## src/rtl/alu_flag_wb.sv

```systemverilog
// ALU writeback stage: owns the carry/parity flags fed back to the ALU and
// buffers results in a 2-entry FIFO toward register-file writeback.
module alu_flag_wb #(
    parameter int DW = 8,
    parameter int RW = 3
) (
    input  logic          clk,
    input  logic          rst_n,
    input  logic          in_valid,
    output logic          in_ready,
    input  logic          in_we,
    input  logic [RW-1:0] in_rd,
    input  logic [DW-1:0] rslt,
    input  logic          sc_o,
    input  logic          sc_en,
    input  logic          sc_clr,
    input  logic          pari,
    input  logic          pari_en,
    input  logic          pari_clr,
    input  logic          flush,
    output logic          sc_q,
    output logic          pari_q,
    output logic          wb_valid,
    input  logic          wb_ready,
    output logic          wb_we,
    output logic [RW-1:0] wb_rd,
    output logic [DW-1:0] wb_data,
    output logic [15:0]   ops_cnt
);

    logic [1:0]    cnt;
    logic          wp;
    logic          rp;
    logic          mem_we   [2];
    logic [RW-1:0] mem_rd   [2];
    logic [DW-1:0] mem_data [2];
    logic          push;
    logic          pop;

    // Full is judged on the registered count only; no same-cycle pop bypass.
    assign in_ready = ~cnt[1] & ~flush;
    assign push     = in_valid & in_ready;
    assign pop      = wb_valid & wb_ready & ~flush;

    assign wb_valid = (cnt != 2'd0);
    assign wb_we    = mem_we[rp];
    assign wb_rd    = mem_rd[rp];
    assign wb_data  = mem_data[rp];

    always_ff @(posedge clk or negedge rst_n) begin
        if (!rst_n) begin
            cnt     <= 2'd0;
            wp      <= 1'b0;
            rp      <= 1'b0;
            sc_q    <= 1'b0;
            pari_q  <= 1'b0;
            ops_cnt <= 16'd0;
            for (int i = 0; i < 2; i++) begin
                mem_we[i]   <= 1'b0;
                mem_rd[i]   <= '0;
                mem_data[i] <= '0;
            end
        end else if (flush) begin
            cnt <= 2'd0;
            wp  <= 1'b0;
            rp  <= 1'b0;
        end else begin
            if (push) begin
                mem_we[wp]   <= in_we;
                mem_rd[wp]   <= in_rd;
                mem_data[wp] <= rslt;
                wp           <= ~wp;
                ops_cnt      <= ops_cnt + 16'd1;
                // Clear beats enable for carry; enable beats clear for parity.
                if (sc_clr)
                    sc_q <= 1'b0;
                else if (sc_en)
                    sc_q <= sc_o;
                if (pari_en)
                    pari_q <= pari;
                else if (pari_clr)
                    pari_q <= 1'b0;
            end
            if (pop)
                rp <= ~rp;
            unique case ({push, pop})
                2'b10:   cnt <= cnt + 2'd1;
                2'b01:   cnt <= cnt - 2'd1;
                default: cnt <= cnt;
            endcase
        end
    end

endmodule

```

## config.mk

```make
export PLATFORM = sky130hd
export DESIGN_NAME = alu_flag_wb
export DESIGN_NICKNAME = d
export VERILOG_FILES = /design/src/rtl/alu_flag_wb.sv
export SDC_FILE = /design/constraint.sdc
export NUM_CORES = 1
export LEC_CHECK = 0
export CAP_MARGIN = 20
export CORE_ASPECT_RATIO = 1.5
export CORE_MARGIN = 2
export CORE_UTILIZATION = 46
export CTS_CLUSTER_DIAMETER = 30
export DETAILED_ROUTE_END_ITERATION = 7
export PLACE_DENSITY = 0.85
export SYNTH_ARGS = -nofsm -noshare
export SYNTH_HDL_FRONTEND = slang
export SYNTH_SLANG_ARGS = --single-unit
```

## constraint.sdc

```tcl
create_clock -name clk -period 3 [get_ports clk]
set_input_delay 0.6 -clock clk [delete_from_list [all_inputs] [get_ports clk]]
set_output_delay 0.6 -clock clk [all_outputs]
set_load 0.03 [all_outputs]
```

==> results of run 1 <==
## registers in the layout, indices dropped and copies added, names as in the netlist
signal / cells
pari_q: 1
mem_data: 16
cnt: 2
mem_we: 2
wp: 1
rp: 1
mem_rd: 6
ops_cnt: 16
sc_q: 1
## critical path, stage by stage (launching register included)
cell                              delay, ns
sky130_fd_sc_hd__dfrtp_1               0.72
sky130_fd_sc_hd__mux2_2                0.42
sky130_fd_sc_hd__clkdlybuf4s50_1       0.59
## per-layer routing
metal	up-vias	track usage, %
met3	5	4.374
met4	0	5.708
met5	-	0
met2	34	30.54
li1	657	-
met1	680	17.76
## final cells by class
cell class	instances	area (um^2)	share of cell area (%)
Clock inverter	1	5.005	0.1828
Tap cell	46	57.56	2.102
Sequential cell	46	1151	42.05
Multi-Input combinational cell	105	870.8	31.81
Clock buffer	7	86.33	3.154
Inverter	1	3.754	0.1371
Timing Repair Buffer	56	563.0	20.57
## cells in the mapped netlist
master	count
sky130_fd_sc_hd__a21oi_1	4
sky130_fd_sc_hd__a31oi_1	1
sky130_fd_sc_hd__a32o_1	1
sky130_fd_sc_hd__and2_1	1
sky130_fd_sc_hd__and2b_1	1
sky130_fd_sc_hd__and3_1	4
sky130_fd_sc_hd__buf_1	1
sky130_fd_sc_hd__buf_4	1
sky130_fd_sc_hd__buf_6	1
sky130_fd_sc_hd__dfrtp_1	46
sky130_fd_sc_hd__ha_1	1
sky130_fd_sc_hd__inv_1	1
sky130_fd_sc_hd__mux2_2	36
sky130_fd_sc_hd__nand2_1	11
sky130_fd_sc_hd__nand3_1	8
sky130_fd_sc_hd__nand4_1	1
sky130_fd_sc_hd__nand4bb_4	1
sky130_fd_sc_hd__nor2_1	7
sky130_fd_sc_hd__nor2_2	1
sky130_fd_sc_hd__nor2b_1	2
sky130_fd_sc_hd__nor3_1	2
sky130_fd_sc_hd__nor3_4	1
sky130_fd_sc_hd__nor4_4	1
sky130_fd_sc_hd__o21ai_0	3
sky130_fd_sc_hd__or2_2	1
sky130_fd_sc_hd__xnor2_1	11
sky130_fd_sc_hd__xor2_1	6
## worst min path at each step
| stage | end | startpoint | cells past startpoint |
|---|---|---|---|
| after global routing | ops_cnt[14] | rst_n | 1 |
| final | ops_cnt[13] | rst_n | 1 |
| after global placement | ops_cnt[15] | ops_cnt[15] | 1 |
| after CTS | ops_cnt[15] | ops_cnt[15] | 1 |
| after detailed placement | ops_cnt[15] | ops_cnt[15] | 1 |
| after floorplan | cnt[0] | rst_n | 0 |
## cell usage in the layout (no fill, tap or decap), drive strengths merged
cell type / instances
nor3: 3
o21ai: 3
and2: 1
a21oi: 4
and3: 4
clkbuf: 7
ha: 1
inv: 1
xor2: 6
xnor2: 11
and2b: 1
mux2: 36
or2: 1
clkdlybuf4s50: 53
nor4: 1
nand3: 8
clkinv: 1
nand4: 1
a32o: 1
dfrtp: 46
nand2: 11
buf: 3
a31oi: 1
nor2b: 2
nand4bb: 1
nor2: 8
## power by group
group	switching (W)	total, W	internal, W	leakage [nW]
logic	0.000325	0.000652	0.000326	0.554
registers	0.000103	0.000859	0.000756	0.579
clock network	0.000195	0.000381	0.000186	0.0482
total	0.000623	0.00189	0.00127	1.18
## through the flow
step	std cells	total power [W]	setup slack (ns)	hold WS (ns)	area (um^2)
after detailed placement	253	0.001524	0.3865	0.4656	2626
after CTS	261	0.001916	0.3456	0.4807	2718
after floorplan	155	0.001258	0.8980	0.3044	2048
final	262	0.001892	0.3838	0.1977	2738
after global placement	253	0.001499	0.3946	0.4618	2626
after global routing	262	0.001993	0.2871	0.2088	2738
## cell families (layout without fill, tap and decap cells)
family	after synthesis	in the layout	share of synthesized area, %
AOI/OAI and AO/OA	9	9	2.505
xor gates and xnor gates	17	17	7.269
DFF	46	46	56.20
buffers and inverters	4	65	1.283
adders and majority gates	1	1	0.6108
and+or+nand+nor	42	42	12.34
muxes	36	36	19.79
==> results.cfg, run 1 <==
[timing]
max-slew-margin-rel_pct = 60.83
peak_clock_frequency_supported_by_timing_ghz = 0.3822
timing.final.crit_share_pct = 87.21
max_slew.worst_pin.slew_ns = 0.5875
min_period_ns = 2.616
finClkSkew_ns = 0.004236
final_max_slew_viol_count = 0
setup_repair_after_global_routing_missed_its_margin = no
timing.setup.tns_ns = 0
finalHoldViolCount = 0
report.final.setup_viol = 0

[floorplan]
core_region_area_um2 = 4245
num_io_pins = 55
rows = 29
floorplan.initialDensity_pct = 48.25
floorplan.die.height_um = 85.73
die_area_um2 = 5014
overall_die_width_um = 58.49

[grt]
all_layer_gr_usage_pct = 16.61
grt_max_degree = 47
grt_pass1_wl_um = 6306
vias_in_the_first_global_route = 1406
globalRoute.totalOverflow = 0
grt_antenna_before_repair = 0

[cts]
number_of_buffers_on_the_longest_clock_path = 2
htreeDepth = 2
postCtsResizedCells = 0
postCtsHoldBufs = 0
worst_skew_pair.late_latency_ns = 0.29
clk_pin_slew_worst_paths_ns = 0.08
cts_num_sinks = 46
cts_inserted_buffers = 5
cts_tree = yes
post_cts_buffers = 0
clk_root_buffer_cell = sky130_fd_sc_hd__clkbuf_8

[setup_path]
r2r_cells = 3
reg2reg_from = cnt[1]
worst_ep_required_time_ns = 2.40
endpoint_kind = output pin
critical_path_arrival_ns = 2.02
endpoint = wb_data[0]
timing.rr.end = mem_rd[0]
timing.critical_path.fanout_max = 13
worstSetupPathType = flop to output pin
cp-startpoint = rp
startpoint_type = flop
worst-r2r-setup-slack_ns = 1.28

[detailed_routing]
routed_wl_um = 3756
met3_wirelength_um = 160
met1Wirelength_um = 1498
routed_wire_length_per_instance_um = 14.34
highest-signal-layer = met4
detailedRoute.firstPassIterationCount = 3
drt-vias-per-instance = 5.252
met2_wirelength_um = 2058
drt_drc_violations_left = 0
vias = 1376
initialDrtViolationCount = 14
detail-route-antenna-nets = 0

[synthesis]
synth_fp_nets = 179
synth_cells = 155
synth_area_um2 = 2048
ys_warn_count = 0
seq_area_frac_synth_pct = 56.20
top_cells_by_area_synth = sky130_fd_sc_hd__dfrtp_1 (56%), sky130_fd_sc_hd__mux2_2 (20%), sky130_fd_sc_hd__xnor2_1 (4.7%)
synth_top_area_share_pct = 56.20
synth_largest_area_cell = sky130_fd_sc_hd__dfrtp_1
syn_area_per_cell_um2 = 13.21
post_synth_num_cell_types = 27
ys_ff_latch = 46

[power_and_ir_drop]
power-per-cell-area_nw_per_um2 = 691.1
vdd.ir_drop.worst_v = 0.0005804
p_leak_nw = 1.182

[placed_design]
routabilityCongestion = 0.7296
dp_hpwl_um = 2684
buffer_ports.inserted = 54

[min_path]
timing.hold.worst.class = input pin to async pin

[outcome]
status = completed

[run]
timing.max_cap.violations = 0

[cells_and_area]
post-route-util_pct = 64.49
final_net_count = 239
filler_cell_count = 316
n_antenna_cell = 0
drive_above_1_share_pct = 23.61
layout-area-overhead-vs-synth_pct = 33.66
Note: power is estimated with default switching activity, not from simulation.
==> run 2, diff against run 1 <==
Settings changed: CTS_CLUSTER_DIAMETER 30 to 200.
==> results of run 2 <==
Same layout as run 1: the final DEF is identical, and so are final timing and power.
